File: src/rtl/fetch_unit.sv
// Instruction fetch stage: owns the PC, keeps up to 2 imem requests in flight,
// buffers returned words in a 2-entry queue and presents the head to IF/ID.
// Redirects flush the queue and discard responses still owed to the old path.
// Optional feature macro: FETCH_MISALIGN_FAULT_EN (misaligned redirect raises
// fetch_fault and halts fetch instead of silently masking the low PC bits).
module fetch_unit #(
  parameter int unsigned           ADDR_WIDTH   = 32,
  parameter int unsigned           INSTR_WIDTH  = 32,
  parameter logic [ADDR_WIDTH-1:0] RESET_VECTOR = '0
) (
  input  logic                   clk,
  input  logic                   rst,
  input  logic                   stall,
  input  logic                   redirect,
  input  logic [ADDR_WIDTH-1:0]  redirect_pc,
  output logic                   imem_req,
  output logic [ADDR_WIDTH-1:0]  imem_addr,
  input  logic                   imem_ready,
  input  logic                   imem_rvalid,
  input  logic [INSTR_WIDTH-1:0] imem_rdata,
  output logic [INSTR_WIDTH-1:0] instruction_if,
  output logic [ADDR_WIDTH-1:0]  pc_if,
  output logic                   valid_if,
  output logic                   fetch_fault
);

  localparam int unsigned CNT_W = 2;
  localparam int unsigned SUM_W = CNT_W + 1;

  logic [ADDR_WIDTH-1:0]  r_fetch_pc;
  logic [CNT_W-1:0]       r_out_cnt;
  logic [CNT_W-1:0]       r_q_cnt;
  logic [CNT_W-1:0]       r_drop_cnt;
  logic [ADDR_WIDTH-1:0]  r_pf [2];
  logic [INSTR_WIDTH-1:0] r_q_ins [2];
  logic [ADDR_WIDTH-1:0]  r_q_pc [2];

  logic [ADDR_WIDTH-1:0]  w_fetch_pc_nxt;
  logic [CNT_W-1:0]       w_out_nxt;
  logic [CNT_W-1:0]       w_q_cnt_nxt;
  logic [CNT_W-1:0]       w_drop_nxt;
  logic [ADDR_WIDTH-1:0]  w_pf_nxt [2];
  logic [INSTR_WIDTH-1:0] w_q_ins_nxt [2];
  logic [ADDR_WIDTH-1:0]  w_q_pc_nxt [2];

  logic [SUM_W-1:0]       w_inflight;
  logic                   w_accept;
  logic                   w_rsp;
  logic                   w_keep;
  logic                   w_pop;
  logic                   w_fault;
  logic [ADDR_WIDTH-1:0]  w_fault_pc;

`ifdef FETCH_MISALIGN_FAULT_EN
  logic                  r_fault;
  logic [ADDR_WIDTH-1:0] r_fault_pc;

  // Fault latches on any redirect with nonzero low bits; an aligned redirect clears it.
  always_ff @(posedge clk) begin
    if (rst) begin
      r_fault    <= 1'b0;
      r_fault_pc <= '0;
    end else if (redirect) begin
      r_fault    <= (redirect_pc[1:0] != 2'b00);
      r_fault_pc <= redirect_pc;
    end
  end

  assign w_fault    = r_fault;
  assign w_fault_pc = r_fault_pc;
`else
  assign w_fault    = 1'b0;
  assign w_fault_pc = '0;
`endif

  // Credit: a request may issue only while in-flight plus buffered words < 2.
  assign w_inflight = SUM_W'(r_out_cnt) + SUM_W'(r_q_cnt);
  assign imem_req   = ~rst & ~w_fault & (w_inflight < SUM_W'(2));
  assign imem_addr  = r_fetch_pc;
  assign w_accept   = imem_req & imem_ready;
  // Responses with nothing outstanding belong to requests abandoned by reset.
  assign w_rsp      = imem_rvalid & (r_out_cnt != '0);
  assign w_keep     = w_rsp & (r_drop_cnt == '0) & ~redirect;

  // Queue head is presented directly; empty queue gives an all-zero bubble.
  assign valid_if       = (r_q_cnt != '0) & ~w_fault;
  assign instruction_if = valid_if ? r_q_ins[0] : '0;
  assign pc_if          = w_fault ? w_fault_pc : (valid_if ? r_q_pc[0] : '0);
  assign fetch_fault    = w_fault;
  assign w_pop          = valid_if & ~stall;

  // Next-state for PC, in-flight PC FIFO, instruction queue and drop counter.
  always_comb begin
    w_fetch_pc_nxt = r_fetch_pc;
    w_out_nxt      = r_out_cnt + CNT_W'(w_accept) - CNT_W'(w_rsp);
    w_q_cnt_nxt    = r_q_cnt;
    w_drop_nxt     = r_drop_cnt;
    w_pf_nxt       = r_pf;
    w_q_ins_nxt    = r_q_ins;
    w_q_pc_nxt     = r_q_pc;

    if (w_accept) w_fetch_pc_nxt = r_fetch_pc + ADDR_WIDTH'(4);

    if (w_rsp) w_pf_nxt[0] = r_pf[1];
    if (w_accept) w_pf_nxt[1'(r_out_cnt - CNT_W'(w_rsp))] = r_fetch_pc;

    if (w_pop) begin
      w_q_ins_nxt[0] = r_q_ins[1];
      w_q_pc_nxt[0]  = r_q_pc[1];
      w_q_cnt_nxt    = r_q_cnt - CNT_W'(1);
    end
    if (w_keep) begin
      w_q_ins_nxt[1'(r_q_cnt - CNT_W'(w_pop))] = imem_rdata;
      w_q_pc_nxt[1'(r_q_cnt - CNT_W'(w_pop))]  = r_pf[0];
      w_q_cnt_nxt = w_q_cnt_nxt + CNT_W'(1);
    end

    if (w_rsp && (r_drop_cnt != '0)) w_drop_nxt = r_drop_cnt - CNT_W'(1);

    // Redirect: everything still owed by memory after this cycle is wrong-path.
    if (redirect) begin
      w_q_cnt_nxt    = '0;
      w_drop_nxt     = w_out_nxt;
      w_fetch_pc_nxt = redirect_pc & ~ADDR_WIDTH'(3);
    end
  end

  // State registers.
  always_ff @(posedge clk) begin
    if (rst) begin
      r_fetch_pc <= RESET_VECTOR;
      r_out_cnt  <= '0;
      r_q_cnt    <= '0;
      r_drop_cnt <= '0;
      r_pf       <= '{default: '0};
      r_q_ins    <= '{default: '0};
      r_q_pc     <= '{default: '0};
    end else begin
      r_fetch_pc <= w_fetch_pc_nxt;
      r_out_cnt  <= w_out_nxt;
      r_q_cnt    <= w_q_cnt_nxt;
      r_drop_cnt <= w_drop_nxt;
      r_pf       <= w_pf_nxt;
      r_q_ins    <= w_q_ins_nxt;
      r_q_pc     <= w_q_pc_nxt;
    end
  end

endmodule
File: config.mk
export PLATFORM = sky130hd
export DESIGN_NAME = fetch_unit
export DESIGN_NICKNAME = d
export VERILOG_FILES = /design/src/rtl/fetch_unit.sv
export SDC_FILE = /design/constraint.sdc
export NUM_CORES = 1
export LEC_CHECK = 0
export BUFFER_PORTS_ARGS = -buffer_cell sky130_fd_sc_hd__buf_4
export CORE_ASPECT_RATIO = 1.1
export CORE_UTILIZATION = 45
export CTS_CLUSTER_DIAMETER = 50
export CTS_CLUSTER_SIZE = 30
export DETAILED_ROUTE_END_ITERATION = 10
export PLACE_DENSITY = 0.76
export RECOVER_POWER = 100
export SLEW_MARGIN = 20
export SYNTH_ARGS = -nofsm -noshare
export SYNTH_HDL_FRONTEND = slang
export SYNTH_SLANG_ARGS = --single-unit
File: constraint.sdc
create_clock -name clk -period 4.8 [get_ports clk]
set_input_delay 0.48 -clock clk [delete_from_list [all_inputs] [get_ports clk]]
set_output_delay 0.48 -clock clk [all_outputs]
set_load 0.01 [all_outputs]
* Yosys cells after proc, flatten, opt, wreduce, memory -nomap -nowiden
Index checks and enable logic that the tools add are counted.
** Storage, ports and cells
- Bits in registers :: 230
** Operators by class
- $add $sub $neg :: 9
- Magnitude comparators :: 5
- Muxes and demuxes :: 21
- Bitwise gates (word level) :: 11
- Reduce and logical (&&, ||, !) cells :: 10
** Operators by type and width (number)
- 2-to-1 mux 32 bit :: 9
- bitwise mux 64 bit :: 3
- 2-to-1 mux 64 bit :: 3
- demux 32 bit (select 1 bit) :: 2
- adder 32 x 3 -> 32 bit, second input constant :: 1
- nonzero test 2 bit :: 5
- 2-to-1 mux 2 bit :: 4
- bitwise AND 1 bit :: 6
- greater-or-equal comparator 2 bit, second input constant :: 2
- < comparator 2 x 1 -> 1 bit, second input constant :: 2
- NOT 1 -> 2 bit :: 2
- subtractor 2 x 1 -> 2 bit, second input constant :: 2
- adder 2 x 2 -> 3 bit :: 1
- logical AND 1 bit :: 3
- < comparator 3 x 2 -> 1 bit, second input constant :: 1
- NOT 1 bit :: 3
- adder 2 x 1 -> 2 bit :: 1
- adder 2 x 1 -> 2 bit, second input constant :: 1
- logical NOT 2 bit :: 1
- OR reduction 2 bit :: 1
- subtractor 1 bit :: 2
- subtractor 2 x 1 -> 2 bit :: 1

* Longest topological paths before layout
Gate-level depths: netlist (run 1).
- Word-level depth :: 10
- Gate-level depth with buffers :: 12
- Gate-level depth less buffers :: 11

* Worst setup path after synthesis (run 1)
OpenSTA, ideal clock, no wires.
- Path type :: reg-to-reg
- Start point :: register r_out_cnt[0]
- End point :: register r_drop_cnt[1]
- Setup time :: 115 ps
- Data arrival time :: 2733 ps
- Data required time :: 4685 ps
- Path slack :: 1952 ps
- Cell stages (with the launch flop) :: 13
- Cell sequence :: dfxtp_1 and2_1 fa_1 nor4b_4 inv_2 buf_2 ha_1 inv_1 ha_1 xor2_1 xnor2_1 nor2_1 o21ba_2
** On the way
- Cells in the longest elaborated chain, start to end :: 7
- Elaborated cells on any way between the ends :: 11
** RTL lines
- start: declaration :: line 31 : logic [CNT_W-1:0] r_out_cnt;
- start signal: assignment :: line 140 : r_out_cnt <= w_out_nxt;
- adder 2 x 2 -> 3 bit :: line 77 : assign w_inflight = SUM_W'(r_out_cnt) + SUM_W'(r_q_cnt);
- < comparator 3 x 2 -> 1 bit :: line 78 : assign imem_req = ~rst & ~w_fault & (w_inflight < SUM_W'(2));
- bitwise AND 1 bit :: line 78
- bitwise AND 1 bit :: line 80 : assign w_accept = imem_req & imem_ready;
- adder 2 x 1 -> 2 bit :: line 95 : w_out_nxt = r_out_cnt + CNT_W'(w_accept) - CNT_W'(w_rsp);
- subtractor 2 x 1 -> 2 bit :: line 95
- 2-to-1 mux 2 bit :: line 121 : if (redirect) begin
- end signal: assignment :: line 142 : r_drop_cnt <= w_drop_nxt;
- end: declaration :: line 33 : logic [CNT_W-1:0] r_drop_cnt;
Several ways; a longest one is shown, not always the timed one.
A chain may end at the register's enable or synchronous reset.

* Worst setup path after layout (run 1)
- Start point :: register r_out_cnt[0]
- End point :: register r_fetch_pc[25] (netlist: imem_addr[25])
** On the way
- Cells in the longest elaborated chain, start to end :: 5
** RTL lines
- adder 2 x 2 -> 3 bit :: line 77
- < comparator 3 x 2 -> 1 bit :: line 78
- bitwise AND 1 bit :: line 78
- bitwise AND 1 bit :: line 80
- nonzero test 2 bit (no source line)
- end signal: assignment :: line 139 : r_fetch_pc <= w_fetch_pc_nxt;
- end: declaration :: line 30 : logic [ADDR_WIDTH-1:0] r_fetch_pc;
No other way between the ends.

==> flow_metrics.py, run 1 <==
metrics = {
    "cts": {
        "cts_tree": "done",
        "clk_latency_ns": 0.52,
        "cts_setup_buffers": 0,
        "clkTransAtPathRegs_ns": 0.07,
        "post_cts_resized": 0,
        "cts_buffers": 25,
        "cts.sinks": 228,
        "cts-hold-fix-buffers": 0,
        "root_buffer": "clkbuf_16",
        "cts-htree-levels": 1,
        "cts.path.max_buffers": 3,
    },
    "finish": {
        "drive_above_1_share_pct": 10.09,
        "fin_nets": 1406,
        "area.growth.synth_to_final_pct": 17.91,
        "final_common_cell": "dfxtp_1",
        "diodes": 0,
        "final_cell_mix": "dfxtp_1 (228), nand2_1 (212), nor2_1 (155), clkbuf_1 (97), a311oi_1 (79)",
    },
    "synth": {
        "ys_ff_latch": 228,
        "synth.distinct_cells": 52,
        "synth_area_um2": 10140,
        "synth_edf_count": 0,
        "syn-instance-count": 1238,
        "synth_area_per_cell_um2": 8.188,
        "async_flop_share_pct": 0,
        "synth-main-ff-cell": "dfxtp_1",
        "ys_seq_area_share_pct": 45.03,
        "yosys_warnings": 0,
    },
    "timing": {
        "clock_skew_ns": 0.01364,
        "max_slew_margin_pct": -72.58,
        "finalCriticalPeriod_ns": 3.852,
        "setup_violations": 0,
        "postLayoutSetupSlackWorst_ns": 0.9476,
        "hold_viol": 0,
        "rsz0062_at_grt": "no",
        "layout_worst_path_cycle_share_pct": 80.26,
        "fmax_mhz": 259.6,
        "slew_viol_final": 80,
        "finalSetupTns_ns": 0,
        "timing_worst_slew_pin_value_ns": 2.589,
    },
    "power": {
        "power.leakage_nw": 4.191,
        "combPwrFrac_pct": 16.1,
        "pwr-share-seq_pct": 44.4,
        "p_int_w": 0.003548,
        "p_sw_share_pct": 30.04,
        "peakVddDrop_v": 0.0002082,
        "finalPower_w": 0.005072,
        "p_per_area_nw_per_um2": 424.3,
        "power_frac_clock_pct": 39.4,
        "p_sw_w": 0.001524,
    },
    "setup_path": {
        "crit_path_max_incr_delay_ns": 0.70,
        "startpoint_type": "register",
        "worstPathMaxFanout": 23,
        "path_cells": "and2_0, fa_1, nor4b_4, inv_1, or2_0, or4_1, a311oi_1",
        "crit_type": "reg2reg",
        "cp_slowest_cell": "or2_0",
        "arrival_ns": 4.27,
        "worstSetupEndpointType": "register",
        "required_ns": 5.22,
    },
    "route": {
        "drtPass1Iterations": 5,
        "initialDrtViolationCount": 529,
        "drtAntennaViolNets": 0,
        "avgRoutedWirePerCell_um": 15.78,
        "num_vias": 9111,
        "avgViaCountPerCell": 5.545,
        "drc": 0,
        "wl_mm": 25.93,
    },
    "global_routing": {
        "grt_max_degree": 103,
        "grt_use_total_pct": 21.63,
        "antenna_found_initial": 0,
        "grt_pass1_wl_mm": 42.40,
        "grt_pass1_vias": 8286,
        "overflow": 0,
    },
    "placement": {
        "gp_congestion": 0.7573,
        "dp_hpwl_mm": 15.62,
        "pre_cts_ws_ns": 1.349,
        "port_buffers": 163,
    },
    "hold_path": {
        "min_path_type": "in2reg",
    },
    "die": {
        "core_um2": 22110,
        "start_util_pct": 45.85,
        "dieArea_um2": 23130,
        "die_y_um": 159.4,
        "chipWidth_um": 145.1,
        "rows": 57,
        "ios": 169,
    },
    "run": {
        "maxCapViolCount": 2,
    },
    "status": {
        "status": "finished, violations left",
        "violations": "capacitance limit, slew limit",
    },
}
cell type report:
cell class / instances / area [µm²]
flip-flops and latches: 228 / 4564
well taps: 295 / 369.1
clock buffers: 25 / 625.6
inverters: 15 / 56.30
fillers: 2174 / 10160
multi-input cells: 884 / 5111
repair buffers: 176 / 980.9
clock inverters: 20 / 245.2
final timing paths:
| check | from | to | slack [ns] | depth (start not counted) |
|---|---|---|---|---|
| worst max-delay path | r_out_cnt[0] | imem_addr[25] | 0.95 | 7 |
| worst min-delay path | imem_rdata[29] | register | 0.21 | 3 |
| worst min register to register | register | register | 0.45 | 2 |
| worst max register to register | r_out_cnt[0] | imem_addr[25] | 0.95 | 7 |
per-stage QoR:
stage	cells	utilization [%]	cell area, µm²	hold WS, ns
3_5_place_dp	1598	51.94	11480	0.4467
3_3_place_gp	1598	51.94	11480	0.4417
5_1_grt	1643	54.06	11950	0.2128
6_report	1643	54.06	11950	0.2142
4_1_cts	1643	55.88	12350	0.2026
2_1_floorplan	1240	-	10140	0.4366
kinds of logic after synthesis:
group	Yosys count	synth area share (%)
AND/OR/NAND/NOR	511	22.83
AO/OA/AOI/OAI	287	18.82
flip-flops	228	45.03
buffers and inverters	128	5.036
multiplexers	63	6.221
XOR/XNOR	14	1.210
adder cells (fa/ha/maj)	6	0.8146
other	1	0.03699
worst max-delay path, delay by kind of cell, from the launching register on:
| kind | cells | cell delay [ns] |
|---|---|---|
| AO/OA/AOI/OAI | 1 | 0.26 |
| adder cells (fa/ha/maj) | 1 | 0.49 |
| buffers and inverters | 1 | 0.39 |
| flip-flops | 1 | 0.48 |
| AND/OR/NAND/NOR | 4 | 2.13 |
Yosys cell counts, types with 2 or more instances:
master	instances	area, µm²
xnor2_1	10	87.58
nor2_1	156	585.6
a31oi_1	3	18.77
nand2b_1	2	12.51
buf_4	3	22.52
a211oi_1	41	307.8
nor2b_1	68	425.4
a21oi_1	71	355.3
buf_2	8	40.04
nand3_1	9	45.04
and2_1	2	12.51
nor3b_1	2	15.01
nor3_1	11	55.05
dfxtp_1	228	4564
a311oi_1	79	691.9
nor4_1	6	37.54
o21ai_0	71	355.3
inv_1	14	52.55
a2111oi_0	2	17.52
or3_1	5	31.28
a221oi_1	2	17.52
clkbuf_1	92	345.3
mux2i_1	63	630.6
and4_1	4	35.03
nand4_1	10	62.56
xor2_1	4	35.03
ha_1	5	62.56
nand2_1	212	795.8
and3_1	5	31.28
or4_1	11	82.58
o31ai_1	11	82.58
buf_1	8	30.03
routing by layer:
layer,GRT usage [%],wire [µm],part of all wire (%)
met5,0,0,0
met4,4.928,384,1.5
met3,2.923,1264,4.9
met2,35.56,11930,46
met1,30.09,12350,48
power groups by stage:
stage          Combinational, W  Clock (W)  Sequential [W]
2_1_floorplan          0.000609          0         0.00224
3_3_place_gp           0.000829          0         0.00228
3_5_place_dp           0.000848          0         0.00229
4_1_cts                0.000854    0.00204         0.00225
5_1_grt                0.000907    0.00213         0.00228
6_report               0.000818    0.00200         0.00225
Power figures use the tool's default switching activity.
==> run 2: changes to the inputs <==
Settings changed: PLACE_DENSITY 0.76 to 0.79.
Clock period 4.8 ns to 3.4 ns, I/O delays scaled along.
==> flow_metrics.py, run 2 (same netlist as run 1, synthesis figures left out) <==
metrics = {
    "timing": {
        "finalCriticalPeriod_ns": 3.123,
        "fmax_mhz": 320.2,
        "setup_violations": 0,
        "finalSetupTns_ns": 0,
        "clock_skew_ns": 0.01457,
        "timing_worst_slew_pin_value_ns": 1.389,
        "hold_viol": 0,
        "rsz0062_at_grt": "no",
        "slew_viol_final": 0,
        "layout_worst_path_cycle_share_pct": 91.86,
        "max_slew_margin_pct": 7.385,
    },
    "setup_path": {
        "startpoint_type": "register",
        "startpoint": "r_out_cnt[0]",
        "rr_worst_depth": 7,
        "required_ns": 3.82,
        "path_cells": "and2_0, fa_1, nor4b_4, inv_2, or2_1, or4_1, a311oi_1",
        "worstPathMaxFanout": 23,
        "crit_path_max_incr_delay_ns": 0.59,
        "crit_buf_inv": 1,
        "reg2reg_slack_ns": 0.28,
        "cp.depth": 7,
        "timing.rr.start": "r_out_cnt[0]",
        "arrival_ns": 3.54,
        "r2r_end": "imem_addr[15]",
        "crit_type": "reg2reg",
        "worstSetupEndpointType": "register",
        "cp_top_family": "simple AND/OR/NAND/NOR gates",
        "cp_slowest_cell": "or4_1",
    },
    "finish": {
        "nFillCells": 2165,
        "drive_above_1_share_pct": 9.821,
        "area.growth.synth_to_final_pct": 16.82,
        "final_common_cell": "dfxtp_1",
        "diodes": 0,
        "fin_nets": 1405,
        "final_cell_mix": "dfxtp_1 (228), nand2_1 (212), nor2_1 (155), clkbuf_1 (97), a311oi_1 (79)",
    },
    "hold_path": {
        "min-delay-start": "imem_rdata[30]",
        "whs_path_depth": 3,
        "min_path_type": "in2reg",
    },
    "cts": {
        "cts-htree-levels": 1,
        "root_buffer": "clkbuf_16",
        "cts_buffers": 22,
        "cts_tree": "done",
        "clk_latency_ns": 0.51,
        "cts.path.max_buffers": 3,
        "cts.sinks": 228,
        "post_cts_resized": 0,
        "cts_setup_buffers": 0,
        "clkTransAtPathRegs_ns": 0.07,
        "cts-hold-fix-buffers": 0,
    },
    "die": {
        "ios": 169,
        "core_um2": 22110,
        "die_y_um": 159.4,
        "rows": 57,
        "start_util_pct": 45.85,
        "dieArea_um2": 23130,
        "chipWidth_um": 145.1,
    },
    "route": {
        "avgRoutedWirePerCell_um": 15.44,
        "initialDrtViolationCount": 457,
        "drtPass1Iterations": 7,
        "drc": 0,
        "avgViaCountPerCell": 5.544,
        "num_vias": 9087,
        "drtAntennaViolNets": 0,
        "wl_mm": 25.30,
    },
    "placement": {
        "port_buffers": 163,
        "dp_hpwl_mm": 15.48,
        "gp_congestion": 0.7750,
    },
    "global_routing": {
        "grt_use_total_pct": 21.26,
        "grt_max_degree": 198,
        "grt_pass1_vias": 8402,
        "grt_pass1_wl_mm": 41.88,
        "antenna_found_initial": 0,
        "overflow": 0,
    },
    "run": {
        "maxCapViolCount": 0,
    },
    "power": {
        "power.leakage_nw": 4.133,
        "peakVddDrop_v": 0.0002895,
        "finalPower_w": 0.006826,
        "p_per_area_nw_per_um2": 576.4,
    },
    "status": {
        "status": "finished, final reports clean",
    },
}
## run 2: cell count changes in the layout (fill, tap and decap cells not counted), sizes merged
cell,delta
clkinvlp,+2
inv,-8
bufinv,-1
buf,+2
clkinv,+1
## run 2: worst reg2reg max path, delay by kind of cell (launching register included)
family / cells / cell delay (ns)
compound gates: 1 / 0.28
simple gates: 4 / 1.62
fa+ha+maj: 1 / 0.48
buf+inv: 1 / 0.17
flops: 1 / 0.48
## run 2: report_power, final
part           switching [W]  internal [W]
sequential          0.000222       0.00296
combinational       0.000686      0.000466
clock                0.00113       0.00136
## run 2: worst max-delay path by stage
stage | endpoint | slack [ns]
after CTS | imem_addr[15] | 0.30
after detailed placement | imem_addr[15] | 0.32
after global routing | imem_addr[25] | 0.04
after floorplan | r_drop_cnt[1] | 0.55
after global placement | imem_addr[25] | 0.43
final | imem_addr[15] | 0.28
## run 2: metal layers
metal	GRT usage (%)	part of all wire, %
met5	0	0
met4	5.167	1.2
met3	2.493	6.1
met2	34.97	46
met1	29.65	46
## run 2: layout make-up
type / instances / area [µm²] / share of cell area [%]
clock buffer: 25 / 583.1 / 4.923
tap: 295 / 369.1 / 3.117
inverter: 15 / 56.30 / 0.4754
clock inverter: 14 / 161.4 / 1.363
multi-input combinational: 884 / 5117 / 43.21
timing repair buffer: 178 / 991.0 / 8.368
sequential: 228 / 4564 / 38.54
## run 2: stage by stage
| stage | worst slack (ns) | util (%) | instance area (µm²) | hold slack [ns] | instances |
|---|---|---|---|---|---|
| 2_1_floorplan | 0.5521 | - | 10140 | 0.4366 | 1240 |
| 3_3_place_gp | 0.4307 | 52.01 | 11500 | 0.4415 | 1600 |
| 3_5_place_dp | 0.3227 | 52.01 | 11500 | 0.4467 | 1600 |
| 4_1_cts | 0.3027 | 55.38 | 12240 | 0.06550 | 1639 |
| 5_1_grt | 0.04215 | 53.57 | 11840 | 0.07674 | 1639 |
| 6_report | 0.2768 | 53.57 | 11840 | 0.08222 | 1639 |
==> run 3: changes to the inputs <==
Settings changed: BUFFER_PORTS_ARGS -buffer_cell sky130_fd_sc_hd__buf_4 to -buffer_cell sky130_fd_sc_hd__buf_2.
==> flow_metrics.py, run 3 (same netlist as run 1, synthesis figures left out) <==
metrics = {
    "power": {
        "peakVddDrop_v": 0.0003180,
        "finalPower_w": 0.006915,
        "p_per_area_nw_per_um2": 588.6,
        "power.leakage_nw": 4.118,
    },
    "cts": {
        "cts.path.max_buffers": 3,
        "cts_buffers": 23,
        "post_cts_resized": 0,
        "clk_latency_ns": 0.53,
        "cts-htree-levels": 1,
        "clkTransAtPathRegs_ns": 0.07,
        "root_buffer": "clkbuf_16",
        "cts.sinks": 228,
        "cts_setup_buffers": 0,
        "cts-hold-fix-buffers": 0,
        "cts_tree": "done",
    },
    "timing": {
        "max_slew_margin_pct": 2.729,
        "setup_violations": 0,
        "layout_worst_path_cycle_share_pct": 91.31,
        "fmax_mhz": 322.1,
        "finalCriticalPeriod_ns": 3.104,
        "finalSetupTns_ns": 0,
        "slew_viol_final": 0,
        "clock_skew_ns": 0.01698,
        "hold_viol": 0,
        "timing_worst_slew_pin_value_ns": 1.459,
        "holdWs_ns": 0.05933,
        "rsz0062_at_grt": "no",
    },
    "finish": {
        "fin_nets": 1411,
        "final_common_cell": "dfxtp_1",
        "final_cell_mix": "dfxtp_1 (228), nand2_1 (212), nor2_1 (155), clkbuf_1 (98), a311oi_1 (79)",
        "drive_above_1_share_pct": 10.29,
        "area.growth.synth_to_final_pct": 15.88,
        "diodes": 0,
    },
    "run": {
        "maxCapViolCount": 0,
    },
    "setup_path": {
        "path_cells": "and2_0, fa_1, nor4b_4, inv_2, or2_1, or4_1, a311oi_1",
        "arrival_ns": 3.54,
        "crit_path_max_incr_delay_ns": 0.58,
        "startpoint_type": "register",
        "crit_type": "reg2reg",
        "rr_worst_depth": 7,
        "worstSetupEndpointType": "register",
        "required_ns": 3.83,
        "cp_slowest_cell": "or4_1",
        "worstPathMaxFanout": 23,
    },
    "global_routing": {
        "antenna_found_initial": 0,
        "met2_usage_pct": 34.94,
        "grt_use_met1_pct": 29.80,
        "grt_max_degree": 102,
        "overflow": 0,
        "use_met3_pct": 2.837,
        "grt_use_total_pct": 21.31,
        "grt.busiest_layer": "met2",
        "grt_pass1_vias": 8275,
        "grt_pass1_wl_mm": 41.86,
    },
    "die": {
        "dieArea_um2": 23130,
        "start_util_pct": 45.85,
        "ios": 169,
        "chipWidth_um": 145.1,
        "core_um2": 22110,
        "die_y_um": 159.4,
        "rows": 57,
    },
    "route": {
        "drtAntennaViolNets": 0,
        "avgViaCountPerCell": 5.544,
        "num_vias": 9125,
        "avgRoutedWirePerCell_um": 15.50,
        "wl_mm": 25.52,
        "initialDrtViolationCount": 519,
        "drtPass1Iterations": 5,
        "drc": 0,
    },
    "placement": {
        "dp_hpwl_mm": 15.84,
        "port_buffers": 163,
        "gp_congestion": 0.8081,
    },
    "hold_path": {
        "whs_path_depth": 3,
        "min_path_type": "in2reg",
    },
    "status": {
        "status": "finished, final reports clean",
    },
}
==> run 3: worst max-delay path, delay by kind of cell (launching register included) <==
family | cells | cell delay [ns]
AOI/OAI and AO/OA | 1 | 0.26
adders and majority gates | 1 | 0.48
buffers and inverters | 1 | 0.17
and+or+nand+nor | 4 | 1.59
DFF | 1 | 0.50
==> run 3: report_power, final <==
part	internal (W)	switching [W]
registers	0.00296	0.000225
logic	0.000449	0.000689
clock network	0.00141	0.00118
==> run 3: per-stage QoR <==
stage / std cells / setup WS [ns] / util (%) / area [µm²]
floorplan: 1240 / 0.5521 / - / 10140
global placement: 1605 / 0.4094 / 50.40 / 11140
detailed placement: 1605 / 0.3166 / 50.40 / 11140
CTS: 1646 / 0.2880 / 54.00 / 11940
global route: 1646 / 0.06467 / 53.14 / 11750
finish: 1646 / 0.2955 / 53.14 / 11750
==> run 3: cell type report <==
type,count,area (µm²)
sequential,228,4564
inverter,15,56.30
clock buffer,24,589.3
multi-input combinational,884,5120
clock inverter,17,206.4
fill,2082,10360
tap,295,369.1
timing repair buffer,183,842.1
==> run 3: metal layers <==
layer,up-vias,share of wire (%)
met5,-,0
met4,0,1.2
met3,27,5.5
met2,256,47
met1,4317,47
li1,4525,-
==> run 3: final timing paths <==
check / start / end / slack [ns]
worst max-delay path: r_out_cnt[0] / imem_addr[23] / 0.30
worst min-delay path: imem_rdata[22] / register / 0.06
worst min register to register: register / register / 0.45
worst max register to register: r_out_cnt[0] / imem_addr[23] / 0.30
